**config.mk**
```make
export PLATFORM = sky130hd
export DESIGN_NAME = paddle_ctrl
export DESIGN_NICKNAME = d
export VERILOG_FILES = /design/src/rtl/paddle_ctrl.sv
export SDC_FILE = /design/constraint.sdc
export NUM_CORES = 1
export LEC_CHECK = 0
export BUFFER_PORTS_ARGS = -buffer_cell sky130_fd_sc_hd__clkbuf_2
export CORE_MARGIN = 1.5
export CORE_UTILIZATION = 40
export CTS_CLUSTER_SIZE = 30
export DETAILED_ROUTE_END_ITERATION = 10
export PLACE_DENSITY = 0.67
export SLEW_MARGIN = 30
export SYNTH_ARGS = -nofsm -noshare
export SYNTH_HDL_FRONTEND = slang
export SYNTH_SLANG_ARGS = --single-unit
export TNS_END_PERCENT = 1
```
**constraint.sdc**
```tcl
create_clock -name clk -period 3.2 [get_ports clk]
set_input_delay 0.16 -clock clk [delete_from_list [all_inputs] [get_ports clk]]
set_output_delay 0.16 -clock clk [all_outputs]
set_load 0.1 [all_outputs]
```
**src/rtl/paddle_ctrl.sv**
```systemverilog
`default_nettype none
// ============================================================================
// paddle_ctrl : push-button paddle position with hold-to-auto-repeat
// Rev 1.0
// ============================================================================
module paddle_ctrl #(
  parameter int CLK_PER_MS = 100000,
  parameter int HOLD_MS    = 300,
  parameter int REPEAT_MS  = 50,
  parameter int STEP       = 8,
  parameter int Y_MAX      = 400,
  parameter int Y_INIT     = 200
) (
  input  logic       clk,
  input  logic       rst,
  input  logic       btn_up,
  input  logic       btn_down,
  output logic [9:0] paddle_y,
  output logic       move_pulse,
  output logic       move_dir
);

  localparam int PW     = $clog2(CLK_PER_MS);
  localparam int MS_MAX = (HOLD_MS > REPEAT_MS) ? HOLD_MS : REPEAT_MS;
  localparam int MW     = $clog2(MS_MAX + 1);

  localparam logic [PW-1:0] C_PRESC_LAST = PW'(CLK_PER_MS - 1);
  localparam logic [MW-1:0] C_HOLD_LAST  = MW'(HOLD_MS - 1);
  localparam logic [MW-1:0] C_REP_LAST   = MW'(REPEAT_MS - 1);
  localparam logic [9:0]    C_STEP       = 10'(STEP);
  localparam logic [10:0]   C_STEP_W     = 11'(STEP);
  localparam logic [10:0]   C_YMAX_W     = 11'(Y_MAX);
  localparam logic [9:0]    C_YMAX       = 10'(Y_MAX);
  localparam logic [9:0]    C_YINIT      = 10'(Y_INIT);

  typedef enum logic [1:0] {
    ST_IDLE   = 2'd0,
    ST_HOLD   = 2'd1,
    ST_REPEAT = 2'd2
  } state_t;

  state_t        r_state;
  logic          r_up_s1, r_up_s2, r_dn_s1, r_dn_s2;
  logic [PW-1:0] r_presc;
  logic [MW-1:0] r_ms;
  logic          r_dir;

  logic          w_tick, w_up_req, w_dn_req, w_match, w_step_dir;
  logic          w_do_step, w_step_moves;
  logic [9:0]    w_y_up, w_y_dn, w_step_y;
  logic [10:0]   w_y_sum;

  always_comb begin
    w_up_req   = r_up_s2 & ~r_dn_s2;
    w_dn_req   = r_dn_s2 & ~r_up_s2;
    w_tick     = (r_presc == C_PRESC_LAST);
    w_match    = r_dir ? w_dn_req : w_up_req;
    // In IDLE the direction comes from the live request, otherwise from the latched one
    w_step_dir = (r_state == ST_IDLE) ? w_dn_req : r_dir;

    w_y_up   = (paddle_y < C_STEP) ? 10'd0 : (paddle_y - C_STEP);
    w_y_sum  = {1'b0, paddle_y} + C_STEP_W;
    w_y_dn   = (w_y_sum > C_YMAX_W) ? C_YMAX : w_y_sum[9:0];
    w_step_y = w_step_dir ? w_y_dn : w_y_up;
    w_step_moves = (w_step_y != paddle_y);

    w_do_step = 1'b0;
    case (r_state)
      ST_IDLE:   w_do_step = w_up_req | w_dn_req;
      ST_HOLD:   w_do_step = w_match & w_tick & (r_ms == C_HOLD_LAST);
      ST_REPEAT: w_do_step = w_match & w_tick & (r_ms == C_REP_LAST);
      default:   w_do_step = 1'b0;
    endcase
  end

  always_ff @(posedge clk) begin
    if (rst) begin
      r_up_s1    <= 1'b0;
      r_up_s2    <= 1'b0;
      r_dn_s1    <= 1'b0;
      r_dn_s2    <= 1'b0;
      r_presc    <= '0;
      r_ms       <= '0;
      r_dir      <= 1'b0;
      r_state    <= ST_IDLE;
      paddle_y   <= C_YINIT;
      move_pulse <= 1'b0;
      move_dir   <= 1'b0;
    end else begin
      r_up_s1    <= btn_up;
      r_up_s2    <= r_up_s1;
      r_dn_s1    <= btn_down;
      r_dn_s2    <= r_dn_s1;
      r_presc    <= w_tick ? '0 : r_presc + 1'b1;
      move_pulse <= 1'b0;

      // A step clamped to its current value is silent but keeps the FSM schedule
      if (w_do_step && w_step_moves) begin
        paddle_y   <= w_step_y;
        move_pulse <= 1'b1;
        move_dir   <= w_step_dir;
      end

      case (r_state)
        ST_IDLE: begin
          if (w_up_req || w_dn_req) begin
            r_dir   <= w_dn_req;
            r_ms    <= '0;
            r_state <= ST_HOLD;
          end
        end
        ST_HOLD: begin
          if (!w_match) begin
            r_state <= ST_IDLE;
          end else if (w_tick) begin
            if (r_ms == C_HOLD_LAST) begin
              r_ms    <= '0;
              r_state <= ST_REPEAT;
            end else begin
              r_ms <= r_ms + 1'b1;
            end
          end
        end
        ST_REPEAT: begin
          if (!w_match) begin
            r_state <= ST_IDLE;
          end else if (w_tick) begin
            r_ms <= (r_ms == C_REP_LAST) ? '0 : r_ms + 1'b1;
          end
        end
        default: r_state <= ST_IDLE;
      endcase
    end
  end

endmodule
`default_nettype wire
```
## Yosys cells after proc, flatten, opt, wreduce, memory -nomap -nowiden

Index checks and enable logic that the tools add are counted.

| word-level totals | value |
|---|---|
| register bits | 45 |
| bits of input ports | 4 |
| output and inout port bits | 12 |

| operators by class | value |
|---|---|
| $add $sub $neg | 4 |
| magnitude comparators | 2 |
| equal/unequal tests | 14 |
| multiplexer cells | 21 |
| bitwise logic cells | 8 |
| reduce and logical (&&, ||, !) cells | 8 |

Operators with widths:

| kind | count |
|---|---|
| two-way mux 9 bit | 7 |
| two-way mux 10 bit | 3 |
| case mux 9 bit (3 select lines) | 1 |
| adder 17 x 1 -> 17 bit (second input constant) | 1 |
| equality test 17 bit (second input constant) | 1 |
| adder 10 x 4 -> 11 bit (second input constant) | 1 |
| greater-than comparator 11 x 9 -> 1 bit (second input constant) | 1 |
| < comparator 10 x 4 -> 1 bit (second input constant) | 1 |
| two-way mux 2 bit | 5 |
| != test 10 bit | 1 |
| != test 2 bit (second input constant) | 5 |
| subtractor 10 x 4 -> 10 bit (second input constant) | 1 |
| adder 9 x 1 -> 9 bit (second input constant) | 1 |
| equality test 9 x 6 -> 1 bit (second input constant) | 1 |
| equality test 9 bit (second input constant) | 1 |
| != test 3 bit (second input constant) | 2 |
| case mux 2 bit (3 select lines) | 1 |
| AND reduction 6 bit | 1 |
| bitwise AND 1 bit | 5 |
| AND reduction 4 bit | 1 |
| two-way mux 1 bit | 3 |
| case mux 1 bit (3 select lines) | 1 |
| nonzero test 3 bit | 1 |
| equality test 2 x 1 -> 1 bit (second input constant) | 1 |
| other kinds (9) | 10 |

## Depth between registers and ports, before layout

| depth | value |
|---|---|
| word-level depth | 8 |
| gate-level depth with buffers | 10 |
| depth with buffers taken out | 9 |

## Worst setup path after synthesis

Ideal clock, no wire load.

| path | value |
|---|---|
| kind | register to register |
| start point | register paddle_y[3] |
| end point | register paddle_y[5] |
| setup time | 0.075 ns |
| data arrival time | 3.119 ns |
| setup slack | 0.007 ns |
| stages on the path, launching flop included | 10 |
| path buffers | 1 |
| clock period less this slack | 3.193 ns |
| path through | dfxtp_1 > clkbuf_1 > inv_1 > ha_1 > nor4_1 > a41oi_1 > a211oi_4 > nor3_2 > or4_1 > a31oi_1 |

| between the ends | value |
|---|---|
| cells in the longest elaborated chain, start to end | 6 |
| elaborated cells between the ends (all ways) | 9 |

RTL lines:

| element | RTL line | RTL |
|---|---|---|
| start, declared | 18 | `output logic [9:0] paddle_y,` |
| start signal, assigned | 99 | `paddle_y <= w_step_y;` |
| adder 10 x 4 -> 11 bit | 62 | `w_y_sum = {1'b0, paddle_y} + C_STEP_W;` |
| greater-than comparator 11 x 9 -> 1 bit | 63 | `w_y_dn = (w_y_sum > C_YMAX_W) ? C_YMAX : w_y_sum[9:0];` |
| two-way mux 10 bit | 63 |  |
| two-way mux 10 bit | 64 | `w_step_y = w_step_dir ? w_y_dn : w_y_up;` |
| != test 10 bit | 65 | `w_step_moves = (w_step_y != paddle_y);` |
| logical AND 1 bit | 98 | `if (w_do_step && w_step_moves) begin` |

Several ways; a longest one is shown, not always the timed one.
A chain may end at the register's enable or synchronous reset.

## Worst setup path after layout

| path | value |
|---|---|
| start point | register paddle_y[4] |
| end point | register paddle_y[5] |

Same word-level chain as after synthesis.

==> results.cfg <==
[timing]
finalMaxSlewViolations = 0
fin_crit_sh_pct = 90.4
fmax_ghz = 0.346
finalSetupViolCount = 0
tightest_slew_ns = 0.651
fin_tns_setup_ns = 0
clock_skew_ns = 0.0189
slew_headroom_pct = 55.8
hold_violations = 0
fin_ws_ns = 0.306
period_needed_ns = 2.89
hold_ws_ns = 0.0658
rsz0062_at_grt = no

[route]
route.detailed.drc = 0
wl_um = 5340
postRouteAntennaNets = 0
num_vias = 2185
first_pass_iters = 4
vias_per_cell = 5.56
wl_per_cell_um = 13.6
drtIter0Drc = 173

[outcome]
status = complete, no violations

[placement]
postPlaceCellArea_mm2 = 0.00268
port_buffers = 15
place.gp.congestion = 0.908
dp.cells = 385
pre_cts_ws_ns = 0.371
hpwl_um = 3760

[global_route]
grt_usage_pct = 16.1
grt_pass1_wl_um = 9280
antenna_found_initial = 0
grt_pass1_vias = 2053
grt_max_degree = 23
gr-total-overflow = 0

[pwr]
total_power_mw = 1.19
pwr_density_cell_mw_per_mm2 = 426
clockPowerShare_pct = 36.2
p_comb_share_pct = 14.1
intPower_mw = 0.861
pwr-share-seq_pct = 49.7
switching_share_pct = 27.8
leakagePower_nw = 1.04
p_switching_mw = 0.331
ir_drop_uv = 202

[finish]
drive_gt1_share_pct = 11.9
antenna_cells = 0
final_cell_count_no_fill = 393
utilization_pct = 46.1
stdcell_area_mm2 = 0.00280
syn_to_final_growth_pct = 9.14
final_nets = 332

[floorplanning]
core_mm2 = 0.00606
die_w_um = 83.0
io_pins = 16
die-area_mm2 = 0.00689
start_util_pct = 42.3
die_h_um = 83.0
rows = 28

[setup_path]
slowest_stage = dfxtp_1
critPathKind = reg -> reg
cp.buffers_inverters = 0
crit_arrival_ns = 3.13
path_max_fanout = 13
critPathRequiredTime_ns = 3.43
r2r_start = paddle_y[4]$_SDFFE_PP0P_
cp-start-kind = register
slowest_delay_ns = 0.56
crit_start = paddle_y[4]$_SDFFE_PP0P_
crit_chain = ha_1, and3_2, nand3_2, mux2_4, a211oi_4, nor3_2, or4_1, a31oi_1
cpLargestDelayFamily = simple AND/OR/NAND/NOR gates
end_kind = register

[cts]
cts_made_buffers = 5
post_cts_buffers = 0
clock_sink_count = 45
htree_levels = 2
ctsResizeCount = 0
root_buffer = clkbuf_8
cts_tree = done
ctsHoldBuffers = 0
cts.reportedPaths.clkPinSlew_ns = 0.09
clkLatencyLatePin_ns = 0.30
cts_max_path_buffers = 2

[hold_path]
worstHoldStart = btn_up
hold_path_class = in -> reg

[synth]
synth.distinct_cells = 56
synthCells = 308
syn_nets = 323
ys_top_cells_by_area = dfxtp_1 35%, nor2_1 5.6%, ha_1 5.4%
yosysWarnings = 0
synth_area_mm2 = 0.00256
avgSynthCellArea_um2 = 8.32
synth_flop_cell = dfxtp_1
yosysMostFrequentCell = dfxtp_1
yosysTopAreaCell = dfxtp_1
seq_area_frac_synth_pct = 35.2
synth_edf_count = 0
yosys.area.top_type_share_pct = 35.2
synth_commonest_cells = 45 x dfxtp_1, 38 x nor2_1, 21 x nand2_1
synth-seq-cells = 45
synthArstFlopShare_pct = 0

[run]
cap_violations = 0
metal layers:
layer	GRT usage [%]	share of wire [%]
met1	20.5	48
met2	27.1	47
met3	3.08	3.7
met4	5.61	1.4
met5	0	0
state kept, by name, summed over array words and instances, names as in the netlist:
| register | cells |
|---|---|
| move_pulse | 1 |
| r_dn_s1 | 1 |
| move_dir | 1 |
| r_dir | 1 |
| paddle_y | 10 |
| r_up_s2 | 1 |
| r_presc | 17 |
| r_state | 2 |
| r_ms | 9 |
| r_up_s1 | 1 |
| r_dn_s2 | 1 |
cells by family (layout without fill, tap and decap cells):
| kind of cell | after synthesis | after routing | synth area share, % |
|---|---|---|---|
| mux | 9 | 9 | 3.91 |
| fa+ha+maj | 11 | 11 | 5.37 |
| buf+inv | 26 | 36 | 4.15 |
| xor+xnor | 22 | 22 | 7.52 |
| compound gates | 57 | 57 | 14.9 |
| flops | 45 | 45 | 35.2 |
| simple gates | 138 | 138 | 28.9 |
layout by cell type, fill, tap and decap left out, drive strengths merged, types with 5 or more instances in the layout:
| master | n |
|---|---|
| o21ai | 11 |
| mux2i | 7 |
| xnor2 | 7 |
| ha | 11 |
| inv | 10 |
| nand2 | 21 |
| or3 | 8 |
| dfxtp | 45 |
| a21oi | 16 |
| o31ai | 5 |
| nand3 | 17 |
| clkbuf | 21 |
| nor2b | 6 |
| xor2 | 15 |
| and3 | 8 |
| nor2 | 38 |
| a31oi | 6 |
| nor3 | 10 |
final timing paths:
| check | endpoint | slack, ns | depth (start not counted) |
|---|---|---|---|
| hold / removal | r_up_s1$_SDFF_PP0_ | 0.07 | 2 |
| setup reg to reg | paddle_y[5]$_SDFFE_PP0P_ | 0.31 | 8 |
| setup / recovery | paddle_y[5]$_SDFFE_PP0P_ | 0.31 | 8 |
| hold reg to reg | r_presc[0]$_SDFF_PP0_ | 0.45 | 1 |
layout make-up:
type | instances | area [um2]
fill | 596 | 3270
multi-input combinational | 237 | 1550
sequential | 45 | 901
timing repair buffer | 18 | 97.6
tap | 75 | 93.8
clock buffer | 6 | 72.6
clock inverter | 2 | 38.8
inverter | 10 | 37.5
power groups by stage:
stage | Combinational, mW | Sequential (mW) | Clock, mW
after CTS | 0.166 | 0.592 | 0.442
after global routing | 0.184 | 0.595 | 0.462
after global placement | 0.164 | 0.604 | 0
final | 0.168 | 0.593 | 0.431
after floorplan | 0.105 | 0.633 | 0
after detailed placement | 0.165 | 0.605 | 0
No activity file was read; power rests on OpenSTA's default activity.
